## src/rtl/operand2_sequencer.sv

```systemverilog
// operand2_sequencer
//   Sequences the second ALU operand for SPARC format-3 instructions. An
//   accepted instruction selects either the sign-extended simm13 (through
//   the external sign-extender) or register rs2 (through a req/ack read of
//   the register file). The 32-bit result is offered to execute under a
//   valid/taken handshake.
//
//   Optional feature macro: SETHI_EN -- when defined, SETHI (op=00,
//   op2=100) produces {imm22,10'b0} directly with isImmediate set.
//
// Ports
//   clk, reset      rising-edge clock, synchronous active-high reset
//   instrValid/instr/instrReady       instruction accept handshake
//   rfReadReq/rfReadAddr/rfReadAck/rfReadData  register file read port
//   seInput/seOutput                  sign-extender drive and result
//   operandValid/operand2/operandTaken operand handshake to execute
//   isImmediate     operand2 came from an immediate field
//   rfError         register read timed out (operand2 forced to 0)
module operand2_sequencer #(
  parameter int TIMEOUT_CYCLES = 15,
  parameter int CNT_W          = 4
) (
  input  logic        clk,
  input  logic        reset,
  input  logic        instrValid,
  input  logic [31:0] instr,
  output logic        instrReady,
  output logic        rfReadReq,
  output logic [4:0]  rfReadAddr,
  input  logic        rfReadAck,
  input  logic [31:0] rfReadData,
  output logic [12:0] seInput,
  input  logic [31:0] seOutput,
  output logic        operandValid,
  output logic [31:0] operand2,
  input  logic        operandTaken,
  output logic        isImmediate,
  output logic        rfError
);

  typedef enum logic [1:0] {IDLE, EXT, REQ, DONE} state_t;

  localparam logic [CNT_W-1:0] CNT_LAST = CNT_W'(TIMEOUT_CYCLES - 1);

  state_t             state_q;
  logic [CNT_W-1:0]   cnt_q;
  logic [12:0]        simm_q;
  logic [4:0]         rs2_q;
  logic [31:0]        op2_q;
  logic               imm_q;
  logic               err_q;

  // Accept-edge decode, taken straight from the incoming word.
  logic fmt3, i_bit, rs2_zero;
  assign fmt3     = instr[31];      // op in {10,11}
  assign i_bit    = instr[13];
  assign rs2_zero = (instr[4:0] == 5'd0);

`ifdef SETHI_EN
  logic is_sethi;
  assign is_sethi = (instr[31:30] == 2'b00) && (instr[24:22] == 3'b100);
`endif

  // Only some instruction fields matter; fold the rest away.
  logic unused_instr;
  assign unused_instr = ^instr;

  always_ff @(posedge clk) begin
    if (reset) begin
      state_q <= IDLE;
      cnt_q   <= '0;
      simm_q  <= '0;
      rs2_q   <= '0;
      op2_q   <= '0;
      imm_q   <= 1'b0;
      err_q   <= 1'b0;
    end else begin
      case (state_q)
        IDLE: begin
          if (instrValid) begin
            simm_q <= instr[12:0];
            rs2_q  <= instr[4:0];
            op2_q  <= '0;
            imm_q  <= 1'b0;
            err_q  <= 1'b0;
            cnt_q  <= '0;
            if (fmt3 && i_bit) begin
              imm_q   <= 1'b1;
              state_q <= EXT;
            end else if (fmt3 && !rs2_zero) begin
              state_q <= REQ;
`ifdef SETHI_EN
            end else if (is_sethi) begin
              op2_q   <= {instr[21:0], 10'b0};
              imm_q   <= 1'b1;
              state_q <= DONE;
`endif
            end else begin
              // %g0 reads and non-format-3 ops complete with zero.
              state_q <= DONE;
            end
          end
        end
        EXT: begin
          // seInput has held the latched simm13 for the whole cycle.
          op2_q   <= seOutput;
          state_q <= DONE;
        end
        REQ: begin
          if (rfReadAck) begin
            op2_q   <= rfReadData;
            state_q <= DONE;
          end else if (cnt_q == CNT_LAST) begin
            op2_q   <= '0;
            err_q   <= 1'b1;
            state_q <= DONE;
          end else begin
            cnt_q <= cnt_q + 1'b1;
          end
        end
        DONE: begin
          if (operandTaken) state_q <= IDLE;
        end
        default: state_q <= IDLE;
      endcase
    end
  end

  assign instrReady   = (state_q == IDLE);
  assign rfReadReq    = (state_q == REQ);
  assign operandValid = (state_q == DONE);
  assign rfReadAddr   = rs2_q;
  assign seInput      = simm_q;
  assign operand2     = op2_q;
  assign isImmediate  = imm_q;
  assign rfError      = err_q;

endmodule

```

## config.mk

```make
export PLATFORM = sky130hd
export DESIGN_NAME = operand2_sequencer
export DESIGN_NICKNAME = d
export VERILOG_FILES = /design/src/rtl/operand2_sequencer.sv
export SDC_FILE = /design/constraint.sdc
export NUM_CORES = 1
export LEC_CHECK = 0
export BUFFER_PORTS_ARGS = -buffer_cell sky130_fd_sc_hd__buf_2
export CAP_MARGIN = 10
export CORE_MARGIN = 1.5
export CORE_UTILIZATION = 39
export DETAILED_ROUTE_END_ITERATION = 12
export PLACE_DENSITY = 0.76
export SETUP_SLACK_MARGIN = 0.4
export SLEW_MARGIN = 10
export SYNTH_ARGS = -nofsm -noshare
export SYNTH_HDL_FRONTEND = slang
export SYNTH_SLANG_ARGS = --single-unit
```

## constraint.sdc

```tcl
create_clock -name clk -period 1.7 [get_ports clk]
set_clock_uncertainty 0.05 [all_clocks]
set_input_delay 0.17 -clock clk [delete_from_list [all_inputs] [get_ports clk]]
set_output_delay 0.17 -clock clk [all_outputs]
set_load 0.01 [all_outputs]
```

# Yosys cells after proc, flatten, opt, wreduce, memory -nomap -nowiden
# Cells that the tools add are included.
# op_classes
n_reduce_logical	12
n_eq_ne	10
addsub	1
n_mux	20
# ops
cell	count
$mux W32	3
$pmux W32 S3	1
$mux W4	3
$mux W2	5
$pmux W2 S4	1
$pmux W4 S2	1
$reduce_and A4 Y1	2
$ne A2 B2 Y1 const B	3
$reduce_and A3 Y1	2
$logic_not A5 Y1	1
$mux W1	5
$add A4 B1 Y4 const B	1
$eq A2 B2 Y1 const B	2
$eq A4 B4 Y1 const B	1
$ne A2 B1 Y1 const B	2
$ne A3 B1 Y1 const B	1
$reduce_bool A3 Y1	1
$eq A2 B1 Y1 const B	1
$logic_and A1 B1 Y1	2
$logic_not A2 Y1	1
$pmux W1 S2	1
$reduce_and A2 Y1	1
$reduce_bool A2 Y1	1
$logic_not A1 Y1	1
# word_totals
ff_bits	58
out_inout_bits	55
input_bits	101

# Longest topological paths before layout
# depth
ltp_word	7
ltp_mapped	8
mapped_depth_nobuf	6

# Worst setup path after synthesis
# No wires, ideal clock.
# synth_path
kind	register to register
from	reg state_q[0]
to	reg op2_q[6], in the netlist operand2[6]
required_ns	1.563
arrival_ns	1.692
period_less_slack_ns	1.829
setup_ns	0.087
setup_slack_ns	-0.129
stages_incl_launch_ff	9
path_cell_list	dfxtp_1 inv_1 ha_1 clkbuf_2 inv_2 o311ai_4 buf_6 nand3b_1 o31ai_1
# synth_via
elab_chain_len	3
word_cells_on_any_way	8
# synth_rtl
item	line_no	text
start: declaration	45	state_t state_q;
start signal: assignment	70	state_q <= IDLE;
start signal: assignment	89	state_q <= EXT;
start signal: assignment	91	state_q <= REQ;
$eq A2 B2 Y1 (*)	-	
named net rfReadReq	28	output logic rfReadReq,
$ne A3 B1 Y1 (no source line) or $reduce_bool A3 Y1 (tied branches)	-	
$reduce_and A3 Y1 (no source line)	-	
end signal: assignment	106	op2_q <= seOutput;
end signal: assignment	111	op2_q <= rfReadData;
end: declaration	49	logic [31:0] op2_q;
# The timed path passes the listed nets; every way through them passes the cells marked *.
# A chain may end at the register's enable or synchronous reset.

# Worst setup path after layout
# layout_path
from	reg state_q[0]
to	reg cnt_q[3]
# layout_via
elab_chain_len	3
word_cells_on_any_way	8
# layout_rtl
item	line_no	text
$eq A2 B2 Y1 or $logic_not A2 Y1 (tied branches)	78	case (state_q)
$ne A2 B2 Y1 (no source line) or $reduce_bool A2 Y1 (tied branches)	-	
$reduce_and A4 Y1 (no source line)	-	
end signal: assignment	118	cnt_q <= cnt_q + 1'b1;
end: declaration	46	logic [CNT_W-1:0] cnt_q;
# Parallel ways exist; a longest one is shown, timed or not.

==> flow_summary_export.csv <==
group,metric,value,unit
floorplanning,die_h,83.7,um
setup_path,worst_ep_arrival_time,1.87,ns
timing,finalWorstSetupSlack,0.0436,ns
floorplanning,die_area,0.00701,sq mm
timing,finalSetupTns,0,ns
setup_path,cp_num_cells,8,
placed_design,place.gp.congestion,0.791,
run_status,status,"completed",
run,maxCapViolations,0,
detailed_routing,viasPerCell,5.43,
grt,grt_antenna_before_repair,0,
final_layout,nNetsFinal,537,
clocking,clkLatencyLatePin,0.32,ns
min_path,min-delay-start,"instr[6]",
detailed_routing,num_vias,2751,
floorplanning,initial_core_util,0.402,
yosys,synth_cell_types,34,
setup_path,r2r_setup_slack,0.04,ns
clocking,cts-root-buf,"clkbuf_8",
yosys,synth.area.top_cells,"dfxtp_1 (42%), a22oi_1 (9.5%), nand3b_1 (9.5%)",
placed_design,dp_hpwl,4.58,mm
yosys,synth.mux.area_fraction,0,
timing,tightest_slew,0.462,ns
setup_path,cp_top_family,"simple AND/OR/NAND/NOR gates",
setup_path,r2r_end,"cnt_q[3]$_SDFFE_PP0P_",
setup_path,reg2reg_depth,8,
power,finalPower,6.27,mW
yosys,syn-instance-count,277,
timing,finalSetupViolCount,0,
yosys,synthSimpleGateAreaFrac,0.186,
detailed_routing,first_iter_violations,143,
final_layout,diodes,0,
yosys,synth_edf_count,0,
yosys,ys_warn_count,0,
detailed_routing,dr.pass1.iters,4,
setup_path,crit_type,"reg2reg",
setup_path,crit_chain,"inv_4 -> ha_4 -> buf_6 -> nand2_2 -> o211ai_1 -> buf_4 -> or3_4 -> a21oi_2",
setup_path,cp-start-kind,"flop",
clocking,path_clk_slew,0.11,ns
min_path,hold_end,"seInput[6]$_SDFFE_PP0P_",
floorplanning,rows,29,
timing,rsz0062_at_grt,"true",
grt,grt_max_degree,33,
setup_path,slowest_delay,0.37,ns
timing,worst_hold_slack,0.0449,ns
timing,fmax,604,MHz
yosys,ys.flop_type,"dfxtp_1",
yosys,synth_top_family_by_area,"compound AO/OA/AOI/OAI gates",
setup_path,reg2reg_from,"state_q[0]$_SDFFE_PP0P_",
yosys,syn_nets,385,
min_path,hold_depth,3,
detailed_routing,routedWlPerCell,15.7,um
grt,grt_pass1_vias,2585,
setup_path,crit_required,1.92,ns
yosys,synth_fa_ha_area_frac,0.0345,
timing,slew_violations,0,
setup_path,cp_max_fo,5,
placed_design,port_buffers,138,
final_layout,fin_cells,507,
setup_path,critPathCaptureType,"flop",
yosys,synthMostInstantiatedCell,"dfxtp_1",
clocking,cts_htree_levels,2,
detailed_routing,drc_errors,0,
setup_path,critPathBufInv,3,
setup_path,cp_slowest_cell,"dfxtp_4",
detailed_routing,postRouteAntennaNets,0,
power,p_leak,1.78,nW
clocking,cts_buffer_depth,2,
yosys,synth_compound_area_frac,0.272,
yosys,yosysTopAreaCell,"dfxtp_1",
timing,slew-limit-headroom,0.692,
timing,fin_crit,1.66,ns
clocking,numCtsBuffers,5,
yosys,synthTopCellsByCount,"dfxtp_1 (53), nand2_1 (33), a22oi_1 (32), nand3b_1 (32), o31ai_1 (32)",
power,p_per_area,1520,mW/mm^2
floorplanning,core_area,0.00631,sq mm
grt,grt_pass1_wl,12.4,mm
floorplanning,fp.dieW,83.7,um
yosys,syn_area,0.00254,sq mm
clocking,cts_tree,"yes",
detailed_routing,routed_wl,7.97,mm
min_path,worstHoldPathType,"in2reg",
yosys,ys_ff_latch,53,
yosys,synth-xor-area-share,0,
placed_design,post-place-ws,0.0316,ns
clocking,clkSinkCount,53,
yosys,yosysSeqAreaShare,0.418,
timing,post-route-period-util,0.974,
timing,hold_violations,0,
floorplanning,io_pins,156,
final_layout,layout-drive-gt1-share,0.609,
grt,track_usage,0.216,
grt,overflow,0,
yosys,yosysTopAreaCellShare,0.418,
yosys,synth.avg_cell_area,9.17,sq um
power,peakVddDrop,0.000813,V
yosys,synthArstFlopShare,0,
placed_design,dpl.cell_count,472,
final_layout,syn2layout_area_growth,62.8,%
stage by stage:
stage,util,cell area [sq um]
after floorplan,-,2620
after global placement,0.522,3300
after detailed placement,0.522,3300
after CTS,0.618,3900
after global routing,0.655,4140
final,0.655,4140
worst min-delay path: stages:
cell	delay (ns)
buf_2	0.10
nand2_2	0.05
a21oi_2	0.04
what timing repair did:
action,4_1_cts,5_1_grt
hold buffers,0,0
pin swaps,32,17
endpoints found under the setup margin,54,56
cloned,6,1
gates resized for setup,64,42
buffers inserted,17,3
how the worst max path moves through the flow:
stage	startpoint	to	slack, ns
finish	state_q[0]$_SDFFE_PP0P_	cnt_q[3]$_SDFFE_PP0P_	0.04
global route	state_q[1]$_SDFFE_PP0P_	cnt_q[3]$_SDFFE_PP0P_	-0.03
CTS	cnt_q[0]$_SDFFE_PP0P_	operand2[8]$_SDFFE_PP0P_	0.08
detailed placement	cnt_q[1]$_SDFFE_PP0P_	operand2[30]$_SDFFE_PP0P_	0.03
global placement	cnt_q[1]$_SDFFE_PP0P_	operand2[0]$_SDFFE_PP0P_	0.07
floorplan	cnt_q[0]$_SDFFE_PP0P_	operand2[6]$_SDFFE_PP0P_	-0.05
state kept, by name, summed over array words and instances (netlist names):
register	flops
rfError	1
cnt_q	4
operand2	32
state_q	2
seInput	13
isImmediate	1
layer usage:
| metal | global-route usage | part of all wire |
|---|---|---|
| met3 | 0.0396 | 0.037 |
| met1 | 0.268 | 0.43 |
| met2 | 0.380 | 0.52 |
| met5 | 0 | 0 |
| met4 | 0.0671 | 0.011 |
final cells by class:
cell class / instances / area, sq um
Inverter: 6 / 27.5
Multi-Input combinational cell: 186 / 1610
Clock inverter: 3 / 43.8
Fill cell: 518 / 2180
Sequential cell: 53 / 1070
Clock buffer: 5 / 68.8
Tap cell: 77 / 96.3
Timing Repair Buffer: 177 / 1210
layout by cell type (no fill, tap or decap), types with 3 or more instances in the layout:
cell type | Yosys | routed
o21ai_0 | 5 | 5
a22oi_2 | 0 | 6
a22oi_1 | 32 | 26
o31ai_4 | 0 | 3
buf_4 | 5 | 17
nand3_1 | 3 | 3
nand2_2 | 0 | 12
buf_8 | 0 | 4
buf_2 | 4 | 136
or4_1 | 3 | 3
buf_6 | 8 | 11
buf_12 | 0 | 3
ha_1 | 7 | 3
a21oi_2 | 0 | 18
dfxtp_1 | 53 | 49
nand2_4 | 0 | 6
ha_4 | 0 | 3
o31ai_2 | 0 | 8
o31ai_1 | 32 | 21
nand3b_1 | 32 | 32
buf_16 | 0 | 5
nand2_1 | 33 | 14
inv_2 | 1 | 3
clkbuf_8 | 0 | 5
cells by family (layout without fill, tap and decap cells):
family / after synthesis / in the layout
simple gates: 82 / 82
flops: 53 / 53
buf+inv: 38 / 191
compound gates: 97 / 97
fa+ha+maj: 7 / 7
power breakdown:
group          internal [mW]  switching (mW)  total (mW)
clock                  0.442           0.447       0.889
combinational           1.85            1.95        3.81
sequential              1.44           0.132        1.57
(Power assumes the default switching activity.)
